## config.mk

```make
export PLATFORM = sky130hd
export DESIGN_NAME = fsm_split
export DESIGN_NICKNAME = d
export VERILOG_FILES = /design/src/rtl/fsm_split.sv
export SDC_FILE = /design/constraint.sdc
export NUM_CORES = 1
export LEC_CHECK = 0
export BUFFER_PORTS_ARGS = -buffer_cell sky130_fd_sc_hd__buf_4
export CAP_MARGIN = 5
export CELL_PAD_IN_SITES_DETAIL_PLACEMENT = 0
export CELL_PAD_IN_SITES_GLOBAL_PLACEMENT = 2
export CORE_MARGIN = 2
export CORE_UTILIZATION = 30
export CTS_CLUSTER_SIZE = 40
export DETAILED_ROUTE_END_ITERATION = 16
export PLACE_DENSITY_LB_ADDON = 0.1
export SETUP_SLACK_MARGIN = 0.5
export SYNTH_ARGS = -nofsm -noshare
export SYNTH_HDL_FRONTEND = slang
export SYNTH_SLANG_ARGS = --single-unit
```

## constraint.sdc

```tcl
create_clock -name clk -period 7.06 [get_ports clk]
set_clock_uncertainty 0.1 [all_clocks]
set_input_delay 1.059 -clock clk [delete_from_list [all_inputs] [get_ports clk]]
set_output_delay 1.059 -clock clk [all_outputs]
set_load 0.05 [all_outputs]
```

## src/rtl/fsm_split.sv

```systemverilog
// Input-side demultiplexer: parses protobuf field keys and routes payload bytes to the
// varint or raw FIFO, tagging each byte with its field index. Option macro: FSM_SPLIT_FIXED_EN.
module fsm_split (
  input  logic       clk,
  input  logic       reset,
  input  logic       in_fifo_empty,
  input  logic [7:0] in_fifo_q,
  output logic       in_fifo_pop,
  input  logic       varint_fifo_full,
  output logic       varint_fifo_clr,
  output logic       varint_fifo_push,
  output logic [7:0] varint_fifo_d,
  output logic [9:0] varint_index_d,
  input  logic       raw_fifo_full,
  output logic       raw_fifo_clr,
  output logic       raw_fifo_push,
  output logic [7:0] raw_fifo_d,
  output logic [9:0] raw_index_d,
  output logic       raw_last_d,
  output logic       err,
  input  logic       err_clr
);

  typedef enum logic [6:0] {
    StInit    = 7'b0000001,
    StWaitKey = 7'b0000010,
    StKeySkip = 7'b0000100,
    StVarint  = 7'b0001000,
    StLen     = 7'b0010000,
    StRaw     = 7'b0100000,
    StError   = 7'b1000000
  } state_e;

  state_e      state_q, state_d;
  logic [9:0]  field_index_q, field_index_d;
  logic [13:0] len_cnt_q, len_cnt_d;
  logic [3:0]  byte_cnt_q, byte_cnt_d;
  logic [2:0]  wire_type_q, wire_type_d;

  logic        dispatch;
  logic [2:0]  disp_type;
  logic [13:0] len_new;

  always_ff @(posedge clk or posedge reset) begin
    if (reset) begin
      state_q       <= StInit;
      field_index_q <= '0;
      len_cnt_q     <= '0;
      byte_cnt_q    <= '0;
      wire_type_q   <= '0;
    end else begin
      state_q       <= state_d;
      field_index_q <= field_index_d;
      len_cnt_q     <= len_cnt_d;
      byte_cnt_q    <= byte_cnt_d;
      wire_type_q   <= wire_type_d;
    end
  end

  always_comb begin
    state_d          = state_q;
    field_index_d    = field_index_q;
    len_cnt_d        = len_cnt_q;
    byte_cnt_d       = byte_cnt_q;
    wire_type_d      = wire_type_q;
    in_fifo_pop      = 1'b0;
    varint_fifo_push = 1'b0;
    raw_fifo_push    = 1'b0;
    raw_last_d       = 1'b0;
    varint_fifo_clr  = 1'b0;
    raw_fifo_clr     = 1'b0;
    err              = 1'b0;
    dispatch         = 1'b0;
    disp_type        = wire_type_q;
    // Length is little-endian 7-bit groups; byte_cnt selects which group this byte fills.
    len_new          = (byte_cnt_q == 4'd0) ? {7'd0, in_fifo_q[6:0]}
                                            : {in_fifo_q[6:0], len_cnt_q[6:0]};

    case (state_q)
      StInit: begin
        varint_fifo_clr = 1'b1;
        raw_fifo_clr    = 1'b1;
        field_index_d   = '0;
        state_d         = StWaitKey;
      end

      StWaitKey: begin
        if (!in_fifo_empty) begin
          in_fifo_pop = 1'b1;
          wire_type_d = in_fifo_q[2:0];
          if (in_fifo_q[7]) begin
            state_d = StKeySkip;
          end else begin
            dispatch  = 1'b1;
            disp_type = in_fifo_q[2:0];
          end
        end
      end

      StKeySkip: begin
        if (!in_fifo_empty) begin
          in_fifo_pop = 1'b1;
          if (!in_fifo_q[7]) begin
            dispatch = 1'b1;
          end
        end
      end

      StVarint: begin
        if (!in_fifo_empty && !varint_fifo_full) begin
          in_fifo_pop      = 1'b1;
          varint_fifo_push = 1'b1;
          byte_cnt_d       = byte_cnt_q + 4'd1;
          if (!in_fifo_q[7]) begin
            field_index_d = field_index_q + 10'd1;
            state_d       = StWaitKey;
          end else if (byte_cnt_q == 4'd9) begin
            state_d = StError;
          end
        end
      end

      StLen: begin
        if (!in_fifo_empty) begin
          in_fifo_pop = 1'b1;
          byte_cnt_d  = byte_cnt_q + 4'd1;
          len_cnt_d   = len_new;
          if (in_fifo_q[7]) begin
            if (byte_cnt_q != 4'd0) begin
              state_d = StError;
            end
          end else if (len_new == 14'd0) begin
            field_index_d = field_index_q + 10'd1;
            state_d       = StWaitKey;
          end else begin
            state_d = StRaw;
          end
        end
      end

      StRaw: begin
        if (!in_fifo_empty && !raw_fifo_full) begin
          in_fifo_pop   = 1'b1;
          raw_fifo_push = 1'b1;
          len_cnt_d     = len_cnt_q - 14'd1;
          if (len_cnt_q == 14'd1) begin
            raw_last_d    = 1'b1;
            field_index_d = field_index_q + 10'd1;
            state_d       = StWaitKey;
          end
        end
      end

      StError: begin
        err = 1'b1;
        if (err_clr) begin
          state_d = StInit;
        end
      end

      default: begin
        state_d = StInit;
      end
    endcase

    if (dispatch) begin
      case (disp_type)
        3'd0: begin
          byte_cnt_d = '0;
          state_d    = StVarint;
        end
        3'd2: begin
          len_cnt_d  = '0;
          byte_cnt_d = '0;
          state_d    = StLen;
        end
`ifdef FSM_SPLIT_FIXED_EN
        3'd1: begin
          len_cnt_d = 14'd8;
          state_d   = StRaw;
        end
        3'd5: begin
          len_cnt_d = 14'd4;
          state_d   = StRaw;
        end
`endif
        default: begin
          state_d = StError;
        end
      endcase
    end
  end

  // Data and index are driven only alongside a push so idle outputs stay at zero.
  assign varint_fifo_d  = varint_fifo_push ? in_fifo_q : 8'd0;
  assign varint_index_d = varint_fifo_push ? field_index_q : 10'd0;
  assign raw_fifo_d     = raw_fifo_push ? in_fifo_q : 8'd0;
  assign raw_index_d    = raw_fifo_push ? field_index_q : 10'd0;

endmodule

```

Word level (Yosys, flattened, before mapping)
Cells that the tools add are included.
- order comparisons: 0
- bitwise gates (word level): 1
- add/subtract/negate cells: 3
- muxes and demuxes: 55
- reductions and logical operators: 16
- equality and inequality tests: 27
- $mul: 0
- shifts and indexed selects: 0
- div/mod/pow operators: 0
- operators with widths (kind ; number):
    $mux 10 ; 9
    $mux 7 ; 12
    $mux 14 ; 5
    $pmux 7 s7 ; 1
    $pmux 10 s4 ; 1
    $pmux 14 s2 ; 1
    $ne 3x3->1 const B ; 7
    $mux 4 ; 4
    $mux 8 ; 2
    $ne 2x2->1 const B ; 8
    $eq 14x1->1 const B ; 1
    $logic_not 14->1 ; 1
    $pmux 7 s2 ; 1
    $sub 14x1->14 const B ; 1
    $mux 1 ; 13
    $add 10x1->10 const B ; 1
    $reduce_and 10->1 ; 1
    $mux 3 ; 3
    $ne 4x4->1 const B ; 2
    $pmux 4 s2 ; 1
    $reduce_and 8->1 ; 1
    $reduce_bool 4->1 ; 2
    $eq 7x1->1 const B ; 1
    $eq 7x2->1 const B ; 1
    other kinds (18) ; 22
- memories: 0
- bits in latches: 0
- output and inout port bits: 43
- flip-flop bits (word level): 38
- bits in writable memories: 0
- bits in read-only memories: 0
- input port bits: 14

Longest topological paths before layout
- word-level depth: 8
- depth in mapped cells: 9
- depth with buffers taken out: 8

Worst setup path before layout
OpenSTA, ideal clock, no wires.
- path kind: reg2out
- start: reg state_q[2]
- end: out varint_fifo_clr
- slack: 2.233 ns
- stages on the path, launching flop included: 5
- data required time: 5.901 ns
- arrival: 3.668 ns
- cells stage by stage: dfrtp_1 > buf_6 > or4_4 > nor4b_1 > buf_4
- word-level cells in the longest chain between the ends: 2
- RTL lines (element ; line ; source):
    start, declared ; 34 ; state_e state_q, state_d;
    start signal, assigned ; 46 ; state_q <= StInit;
    start signal, assigned ; 52 ; state_q <= state_d;
    $eq 7x1->1 ; -- ;
    $mux 1 ; -- ;
    end, declared ; 10 ; output logic varint_fifo_clr,
Every way passes these cells.

Worst setup path after layout
- start: reg state_q[5]
- end: out in_fifo_pop
- word-level cells in the longest chain between the ends: 3
- elaborated cells on any way between the ends: 7
- RTL lines (element ; line ; source):
    $eq 7x5->1 (tied with other cells) ; 79 ; case (state_q)
    $reduce_or 3->1 (no source line) ; -- ;
    $pmux 1 s3 (*) ; 79 ;
    end, declared ; 8 ; output logic in_fifo_pop,
Every way passes the cells marked *; elsewhere a longest branch is shown, timed or not.

==> results by group <==
Routing
  • DRC violations left: 0
  • Post-route ant nets: 0
  • Vias/cell: between 5 and 6
  • Post-Route WL: slightly below 9 mm
  • Avg WL per Cell: between 15 and 20 um
  • Drt first pass iters: 4
  • Via count: around 2,700
  • Drt first-iter violations: 120

Global routing
  • GRT met3 Usage: 0.0284
  • Vias in the first global route: about 2,500
  • GR Util met1: 0.272
  • Total GRT Usage: 0.184
  • Remaining Overflow, GRT: 0
  • Top Usage Layer GRT: met2
  • Antenna violations before repair: 0
  • Global Route met2 Usage: 0.286
  • First-pass GRT wire length: 14.3 mm
  • Largest net degree at the start of global routing: 39

Logic synthesis
  • Largest family of logic cells by synthesized area: simple AND/OR/NAND/NOR gates
  • Post-Syn Area per Cell: between 8 and 9 sq um
  • Sequential-to-total area share from yosys stat: 0.354
  • Syn Inst Count: between 300 and 400
  • Post-synthesis register bit count: 38
  • Most used DFF post-synth: dfrtp_1
  • Post-synth EDFFs: 0
  • Count leader, synth: dfrtp_1
  • Largest cells by area after synthesis: dfrtp_1, a21oi_1, and3_1
  • Post-synth net total: about 350
  • Netlist Area Pre-Place: 2690 sq um
  • XOR/XNOR Fraction of Synth Area: 0.0261
  • Synth Area in Adders: 0.0279
  • Synth warn: 0
  • Distinct cell type count after synthesis: 54
  • Post-synth ARST share: 1.00
  • Yosys top cell area share: 0.345
  • Most common library cells after synthesis: dfrtp_1, a21oi_1, nor2_1
  • Synth area leader: dfrtp_1
  • Post-Synth Simple-Gate Area: 0.347
  • Compound-Gate Fraction of Synth Area: 0.184
  • Multiplexer area fraction after synthesis: 0.0163

Timing
  • Final Hold Violating Endpoints: 0
  • Worst relative slew slack: 0.252
  • Crit share post-route: 0.565
  • Fin crit period: 3.99 ns
  • RSZ-0062 raised after global routing: false
  • Slew @ Worst Pin: around 1.1 ns
  • Max Fclk: 0.250 GHz
  • Final number of max-transition violations: 0
  • # setup viols final: 0
  • Setup TNS: 0 ns

Layout
  • Nets: roughly 400
  • Layout area overhead: 23.0%
  • Number of diodes: 0
  • Proportion of layout cells with a drive suffix above 1: 0.216
  • # fillers: roughly 920
  • Final core occ: 0.379

Min path
  • Hold Path Class: reg -> reg

Floorplan
  • FP Rows: 34
  • Die Height: 98.7 um
  • # IOs: 57
  • Die W: 98.7 um
  • Die area: a little under 10,000 sq um
  • CORE AREA: ~8700 sq um
  • Starting Density: 0.308

Critical path
  • CP Data Arrival Time: about 2.8 ns
  • CP startpoint kind: flip-flop
  • CP Class: reg -> out
  • Crit Path Max Fanout: 17
  • CP max-delay cell: dfrtp_1
  • CP Capture Type: output pin
  • Critical-path cell list: nor4b_1, nand2_1, nor3_1, or3_1, buf_4
  • WP data required: roughly 6 ns
  • Crit-path max cell delay: roughly 0.55 ns
  • CP Buf/Inv Count: 1
  • CP delay by family, top: simple AND/OR/NAND/NOR gates

Clock network
  • CTS Buf Count: 5
  • Cells resized by post-CTS repair: 0
  • Hold buffers post-CTS: 0
  • CTS tree: built
  • Worst-path clk slew: approximately 0.090 ns
  • Clock Tree Root: clkbuf_8
  • Total clock sinks: 38
  • Worst-Skew Late Latency: roughly 0.3 ns
  • Post-CTS Setup Inserts: 0
  • Max Buffers Root-to-Sink: 2
  • H-tree Lvls: 2

Power and ir drop
  • Leakage: ~1.5 nW
  • Worst vdd ir: 0.000109 V
  • Power Density: between 200 and 300 nW/um^2

Status
  • Outcome: finished clean

Place
  • Port bufs: 56
  • Final HPWL DP: roughly 6.3 mm
  • RePlAce Congestion: around 0.78

Job
  • Max-cap violations: 0
-- where the power goes --
part	switching, mW	internal, mW
Sequential	0.0615	0.268
Clock	0.0895	0.104
Combinational	0.239	0.148
-- cells by family after synthesis --
group,after synthesis
DFF,38
muxes,4
AOI/OAI and AO/OA,80
adders and majority gates,6
buffers and inverters,28
xor gates and xnor gates,8
and+or+nand+nor,162
-- layout by cell type (no fill, tap or decap), types with 4 or more instances in the layout --
cell type | netlist | final
nand2_1 | 20 | 20
and2_1 | 20 | 20
nor4_1 | 15 | 14
dfrtp_1 | 37 | 37
ha_1 | 6 | 6
nand3_1 | 6 | 6
nor3_1 | 16 | 16
a22oi_1 | 4 | 4
a21o_1 | 4 | 4
and3_1 | 21 | 21
nor2_1 | 27 | 26
xor2_1 | 4 | 4
o31ai_1 | 4 | 4
inv_1 | 11 | 11
clkbuf_8 | 0 | 5
nor4b_1 | 7 | 7
o211ai_1 | 4 | 4
xnor2_1 | 4 | 4
o21ai_0 | 18 | 18
or3_1 | 7 | 7
a21oi_1 | 30 | 30
buf_4 | 1 | 58
-- cell type report --
class	instances	area, sq um	area share
Timing Repair Buffer	58	435	0.132
Multi-Input combinational cell	260	1630	0.494
Inverter	11	41.3	0.0125
Sequential cell	38	952	0.288
Clock buffer	5	68.8	0.0208
Clock inverter	3	40.0	0.0121
Tap cell	108	135	0.0409
-- registers in the layout, indices dropped and copies added, names as in the netlist --
name	count
wire_type_q	3
state_q	7
field_index_q	10
len_cnt_q	14
byte_cnt_q	4
-- stage by stage --
stage	instances	power (mW)	instance area, sq um	hold slack [ns]	worst slack, ns
finish	483	0.910	3310	0.414	3.07
global route	483	0.973	3310	0.434	2.78
CTS	483	0.917	3300	0.416	3.06
detailed placement	475	0.722	3200	0.397	3.05
global placement	475	0.725	3200	0.390	3.09
floorplan	326	0.612	2690	0.380	2.23
-- worst paths after layout --
| check | from | end | slack, ns | depth (start not counted) |
|---|---|---|---|---|
| worst max-delay path | state_q[5] | in_fifo_pop | 3.07 | 5 |
| worst min-delay path | wire_type_q[1] | wire_type_q[1] | 0.41 | 1 |
| worst max register to register | state_q[5] | state_q[6] | 3.98 | 6 |
| worst min register to register | wire_type_q[1] | wire_type_q[1] | 0.41 | 1 |
| max in group asynchronous | reset | state_q[0] | 5.69 | 3 |
| min in group asynchronous | reset | field_index_q[0] | 0.79 | 3 |
-- metal layers --
layer,vias to the layer above,routed length [um]
met5,-,0
met4,0,60
met3,7,389
met2,82,4030
met1,1302,4300
li1,1312,-
Power figures use the tool's default switching activity.
